<file path="config.mk">
export PLATFORM = sky130hd
export DESIGN_NAME = mmult_seq_flat
export DESIGN_NICKNAME = d
export VERILOG_FILES = /design/src/rtl/mmult_pkg.sv /design/src/rtl/mmult_seq_if.sv /design/src/rtl/mmult_elemcnt.sv /design/src/rtl/mmult_seq.sv /design/src/flat_wrapper.sv
export SDC_FILE = /design/constraint.sdc
export NUM_CORES = 1
export LEC_CHECK = 0
export ABC_AREA = 1
export BUFFER_PORTS_ARGS = -buffer_cell sky130_fd_sc_hd__buf_4
export CAP_MARGIN = 20
export CORE_MARGIN = 1.5
export CORE_UTILIZATION = 40
export DETAILED_ROUTE_END_ITERATION = 16
export GPL_TIMING_DRIVEN = 0
export PLACE_DENSITY = 0.65
export SLEW_MARGIN = 20
export SYNTH_ARGS = -nofsm -noshare
export SYNTH_HDL_FRONTEND = slang
export SYNTH_SLANG_ARGS = --single-unit
</file>
<file path="constraint.sdc">
create_clock -name clk -period 1.4 [get_ports clk]
set_input_delay 0.14 -clock clk [delete_from_list [all_inputs] [get_ports clk]]
set_output_delay 0.14 -clock clk [all_outputs]
set_load 0.05 [all_outputs]
</file>
<file path="src/rtl/mmult_pkg.sv">
// Shared types and defaults for the MMULT issue sequencer.
package mmult_pkg;
  localparam int CNT_W_DEF = 4;

  typedef enum logic [1:0] {
    IDLE  = 2'd0,
    FETCH = 2'd1,
    DONE  = 2'd2
  } state_t;
endpackage

</file>
<file path="src/rtl/mmult_seq_if.sv">
// GPU-side strobes, memory handshake and address-counter controls of the MMULT sequencer.
interface mmult_seq_if import mmult_pkg::*; #(parameter int CNT_W = CNT_W_DEF);
  logic             mtxc_wr;
  logic [CNT_W:0]   mtxc_din;
  logic             mtxa_wr;
  logic             go;
  logic             mem_ack;
  logic [CNT_W-1:0] mwidth;
  logic             maddw;
  logic             cntld;
  logic             cnten;
  logic             mem_req;
  logic             mac_en;
  logic             mac_first;
  logic             busy;
  logic             done;

  modport master (
    output mtxc_wr, mtxc_din, mtxa_wr, go, mem_ack,
    input  mwidth, maddw, cntld, cnten, mem_req, mac_en, mac_first, busy, done
  );

  modport slave (
    input  mtxc_wr, mtxc_din, mtxa_wr, go, mem_ack,
    output mwidth, maddw, cntld, cnten, mem_req, mac_en, mac_first, busy, done
  );
endinterface

</file>
<file path="src/rtl/mmult_elemcnt.sv">
// Element counter: clears on issue, advances per accepted operand, flags the last element.
module mmult_elemcnt import mmult_pkg::*; #(parameter int CNT_W = CNT_W_DEF) (
  input  logic             clk,
  input  logic             resetl,
  input  logic             clr,
  input  logic             en,
  input  logic [CNT_W-1:0] n,
  output logic [CNT_W-1:0] cnt,
  output logic             last
);
  localparam logic [CNT_W-1:0] ONE = {{(CNT_W-1){1'b0}}, 1'b1};

  logic [CNT_W-1:0] n_m1;

  // Modulo subtraction makes n==0 terminate at all-ones, i.e. 2^CNT_W elements.
  assign n_m1 = n - ONE;
  assign last = (cnt == n_m1);

  always_ff @(posedge clk or negedge resetl) begin
    if (!resetl)  cnt <= '0;
    else if (clr) cnt <= '0;
    else if (en)  cnt <= cnt + ONE;
  end
endmodule

</file>
<file path="src/rtl/mmult_seq.sv">
// MMULT issue sequencer: fetches N operands on go, drives the MAC and address counter, pulses done.
module mmult_seq import mmult_pkg::*; #(parameter int CNT_W = CNT_W_DEF) (
  input  logic        clk,
  input  logic        resetl,
  mmult_seq_if.slave  bus
);
  state_t           state, state_nxt;
  logic [CNT_W-1:0] mwidth_q;
  logic             maddw_q;
  logic [CNT_W-1:0] elem_cnt;
  logic             last;
  logic             idle;
  logic             ack;

  assign idle = (state == IDLE);
  assign ack  = (state == FETCH) && bus.mem_ack;

  always_ff @(posedge clk or negedge resetl) begin
    if (!resetl) state <= IDLE;
    else         state <= state_nxt;
  end

  // Control writes land only while idle so a running sequence keeps its width.
  always_ff @(posedge clk or negedge resetl) begin
    if (!resetl) begin
      mwidth_q <= '0;
      maddw_q  <= 1'b0;
    end else if (idle && bus.mtxc_wr) begin
      {maddw_q, mwidth_q} <= bus.mtxc_din;
    end
  end

  mmult_elemcnt #(.CNT_W(CNT_W)) u_elemcnt (
    .clk    (clk),
    .resetl (resetl),
    .clr    (idle && bus.go),
    .en     (ack),
    .n      (mwidth_q),
    .cnt    (elem_cnt),
    .last   (last)
  );

  always_comb begin
    state_nxt     = state;
    bus.cntld     = 1'b0;
    bus.mem_req   = 1'b0;
    bus.mac_en    = 1'b0;
    bus.cnten     = 1'b0;
    bus.mac_first = 1'b0;
    bus.busy      = 1'b0;
    bus.done      = 1'b0;
    case (state)
      IDLE: begin
        // Gated by reset so the counter never sees a load while the block is held.
        bus.cntld = resetl && bus.mtxa_wr;
        if (bus.go) state_nxt = FETCH;
      end
      FETCH: begin
        bus.mem_req   = 1'b1;
        bus.busy      = 1'b1;
        bus.mac_en    = bus.mem_ack;
        bus.cnten     = bus.mem_ack;
        bus.mac_first = bus.mem_ack && (elem_cnt == '0);
        if (bus.mem_ack && last) state_nxt = DONE;
      end
      DONE: begin
        bus.done  = 1'b1;
        state_nxt = IDLE;
      end
      default: state_nxt = IDLE;
    endcase
  end

  assign bus.mwidth = mwidth_q;
  assign bus.maddw  = maddw_q;
endmodule

</file>
<file path="src/flat_wrapper.sv">
// flat-port wrapper written by rule: the top's interface ports become plain ports
module mmult_seq_flat import mmult_pkg::*;
#(parameter int CNT_W = CNT_W_DEF)
  (clk, resetl, bus_mtxc_wr, bus_mtxc_din, bus_mtxa_wr, bus_go, bus_mem_ack, bus_mwidth, bus_maddw, bus_cntld, bus_cnten, bus_mem_req, bus_mac_en, bus_mac_first, bus_busy, bus_done);
  mmult_seq_if #(.CNT_W(CNT_W)) bus_i ();
  input  logic clk;
  input  logic resetl;
  input wire logic [$bits(bus_i.mtxc_wr)-1:0] bus_mtxc_wr;
  input wire logic [$bits(bus_i.mtxc_din)-1:0] bus_mtxc_din;
  input wire logic [$bits(bus_i.mtxa_wr)-1:0] bus_mtxa_wr;
  input wire logic [$bits(bus_i.go)-1:0] bus_go;
  input wire logic [$bits(bus_i.mem_ack)-1:0] bus_mem_ack;
  output wire logic [$bits(bus_i.mwidth)-1:0] bus_mwidth;
  output wire logic [$bits(bus_i.maddw)-1:0] bus_maddw;
  output wire logic [$bits(bus_i.cntld)-1:0] bus_cntld;
  output wire logic [$bits(bus_i.cnten)-1:0] bus_cnten;
  output wire logic [$bits(bus_i.mem_req)-1:0] bus_mem_req;
  output wire logic [$bits(bus_i.mac_en)-1:0] bus_mac_en;
  output wire logic [$bits(bus_i.mac_first)-1:0] bus_mac_first;
  output wire logic [$bits(bus_i.busy)-1:0] bus_busy;
  output wire logic [$bits(bus_i.done)-1:0] bus_done;
  assign bus_i.mtxc_wr = bus_mtxc_wr;
  assign bus_i.mtxc_din = bus_mtxc_din;
  assign bus_i.mtxa_wr = bus_mtxa_wr;
  assign bus_i.go = bus_go;
  assign bus_i.mem_ack = bus_mem_ack;
  assign bus_mwidth = bus_i.mwidth;
  assign bus_maddw = bus_i.maddw;
  assign bus_cntld = bus_i.cntld;
  assign bus_cnten = bus_i.cnten;
  assign bus_mem_req = bus_i.mem_req;
  assign bus_mac_en = bus_i.mac_en;
  assign bus_mac_first = bus_i.mac_first;
  assign bus_busy = bus_i.busy;
  assign bus_done = bus_i.done;
  mmult_seq #(.CNT_W(CNT_W)) u_core (.clk(clk), .resetl(resetl), .bus(bus_i));
endmodule
</file>
==> impl_metrics.json <==
{
  "via_per_inst": 4.736,
  "netlist_instances": 85,
  "power.share.switching_pct": 49.47,
  "cts.sink_count": 11,
  "ir_worst_vdd_mv": 1.260,
  "p_per_area_nw_per_um2": 2610,
  "layout_setup_ws_ps": -2.238,
  "final_cell_mix": "buf_4 (30), nand2_1 (19), nor2_1 (10)",
  "routed_wl_um": 1625,
  "layout_commonest_cell": "buf_4",
  "vias": 663,
  "yosysSeqAreaShare_pct": 40.15,
  "die_area_um2": 1971,
  "violations": "DRC, setup timing",
  "final_util_pct": 69.82,
  "num_io_pins": 23,
  "crit_start": "u_core.state[1]$_DFFE_PN0P_",
  "whs_ps": 93.09,
  "first_iter_violations": 17,
  "grt_pass1_vias": 593,
  "htreeDepth": 1,
  "syn_to_final_growth_pct": 58.76,
  "clock_power_share_pct": 8.0,
  "yosysUniqueCellTypes": 19,
  "place_hpwl_um": 1089,
  "crit_path_end_kind": "primary output",
  "num_rows": 14,
  "tightest_slew_ps": 182.1,
  "critical_path_buf_inv_count": 3,
  "post-route-drc-count": 3,
  "slew_violations": 0,
  "initial_core_util_pct": 43.98,
  "cp.arrival_ps": 1260,
  "max_freq_mhz": 713.1,
  "crit_chain": "nor2_4 > nand2_4 > clkinv_4 > buf_6 > buf_8",
  "seqPwrFrac_pct": 20.6,
  "min_period_ps": 1402,
  "wl_per_cell_um": 11.61,
  "crit_required_ps": 1260,
  "maxCapViolCount": 0,
  "tritoncts": "yes",
  "path_class": "reg2out",
  "fin_area_um2": 1089,
  "clk_latency_ps": 270,
  "critPathTopFamily": "flip-flops",
  "core-area_um2": 1559,
  "grt_max_degree": 13,
  "yosysWarnings": 0,
  "rsz0062_at_grt": "yes",
  "crit_fanout": 3,
  "critPathMaxStageDelay_ps": 450,
  "hold_path.class": "in2reg",
  "diodes": 0,
  "grt_first_pass_wirelength_um": 2559,
  "place.port_buffers": 22,
  "chipWidth_um": 44.40,
  "place_area_um2": 893.4,
  "relSlewSlack_pct": 87.83,
  "setup_viol": 1,
  "clock_skew_ps": 0.4473,
  "syn-mean-instance-area_um2": 8.067,
  "ant_nets": 0,
  "cts_buffers": 3,
  "fin_crit_sh_pct": 100.2,
  "path_clk_slew_ps": 70,
  "synth_nets": 99,
  "clock_tree.root_cell": "clkbuf_4",
  "gp_congestion": 0.7368,
  "finalHoldViolations": 0,
  "p_sw_uw": 1405,
  "worstHoldStart": "bus_mtxc_din[3]",
  "p_leak_uw": 0.0005784,
  "internal_power_uw": 1436,
  "critPathSlowestCell": "dfrtp_2",
  "clockBufferDepth": 2,
  "synth_seq_cells": 11,
  "die_h_um": 44.40,
  "antenna_found_initial": 0,
  "gr-total-overflow": 0,
  "syn_area_um2": 685.7,
  "layout-drive-gt1-share_pct": 49.19,
  "drt_first_pass_iters": 10,
  "layout.nets": 139,
  "power_frac_comb_pct": 71.4,
  "startpoint_type": "register",
  "status": "finished, violations left",
  "r2r_start": "u_core.bus.mwidth[1]$_DFFE_PN0P_",
  "grt_use_total_pct": 18.45
}
final cells by class:
class | instances | area, µm²
Inverter | 14 | 57.56
Multi-Input combinational cell | 58 | 387.9
Sequential cell | 11 | 279.0
Timing Repair Buffer | 35 | 299.0
Buffer | 2 | 18.77
Fill cell | 139 | 470.5
Tap cell | 16 | 20.02
Clock buffer | 4 | 26.28
power groups by stage:
stage               clock network [µW]  logic [µW]  registers [µW]
finish                             228        2030             585
global route                       245        2180             604
CTS                                236        1800             589
detailed placement                   0        1550             624
global placement                     0        1530             614
floorplan                            0         949             842
routing by layer:
| layer | vias to the layer above | track usage [%] | routed length (µm) |
|---|---|---|---|
| met1 | 301 | 22.54 | 637 |
| met4 | 0 | 10.91 | 34 |
| met3 | 5 | 4.082 | 95 |
| met5 | - | 0 | 0 |
| met2 | 20 | 29.71 | 856 |
| li1 | 337 | - | - |
synthesized netlist by cell type:
cell	n	share of area, %
nand2_1	19	10
inv_1	12	6.6
dfrtp_1	11	40
nor2_1	11	6.0
nand3_1	7	5.1
a21oi_1	3	2.2
ha_1	3	5.5
o21ai_0	3	2.2
buf_4	2	2.2
mux2_4	2	4.4
nand2_4	2	3.3
nor2_4	2	3.3
xor2_1	2	2.6
a21oi_2	1	1.3
and3_1	1	0.91
clkinv_4	1	1.3
inv_2	1	0.55
nand2_2	1	0.91
xnor2_1	1	1.3
cell families after synthesis:
kind of cell | Yosys count | synth area share (%)
buf+inv | 16 | 10.58
compound gates | 7 | 5.656
simple gates | 43 | 29.93
xor+xnor | 3 | 3.833
flops | 11 | 40.15
mux | 2 | 4.380
fa+ha+maj | 3 | 5.475
final timing paths:
kind                                                    end  slack, ps  depth (start not counted)
setup / recovery                                 bus_mac_en         -2                          5
hold / removal             u_core.bus.mwidth[3]$_DFFE_PN0P_         90                          2
setup reg to reg                u_core.state[0]$_DFFE_PN0P_         80                         10
hold reg to reg                u_core.bus.maddw$_DFFE_PN0P_        550                          1
max in group asynchronous  u_core.bus.mwidth[1]$_DFFE_PN0P_       1000                          2
min in group asynchronous  u_core.bus.mwidth[3]$_DFFE_PN0P_        230                          2
registers in the layout, indices dropped and copies added, names as in the netlist:
register              cells
u_core.u_elemcnt.cnt      4
u_core.bus.maddw          1
u_core.state              2
u_core.bus.mwidth         4
worst reg2reg max path: cells and delay by family, from the launching register on:
family / cells / cell delay [ps]
buffers and inverters: 2 / 110
adders and majority gates: 1 / 200
and+or+nand+nor: 7 / 480
DFF: 1 / 410
repair_timing:
item,in CTS,in global routing
setup endpoints to repair,3,5
hold endpoints to repair,11,0
pin swaps,3,7
resized for setup,10,8
hold buffers,1,0
setup buffers,7,5
per-stage QoR:
stage	setup TNS [ps]	instances	power [µW]	worst slack, ps
after global placement	0	123	2140	80.75
final	-2.238	140	2841	-2.238
after global routing	-153.8	140	3032	-43.80
after CTS	-12.57	135	2629	-12.57
after detailed placement	0	123	2173	66.94
after floorplan	-21.45	85	1791	-21.24
Power figures use the tool's default switching activity.
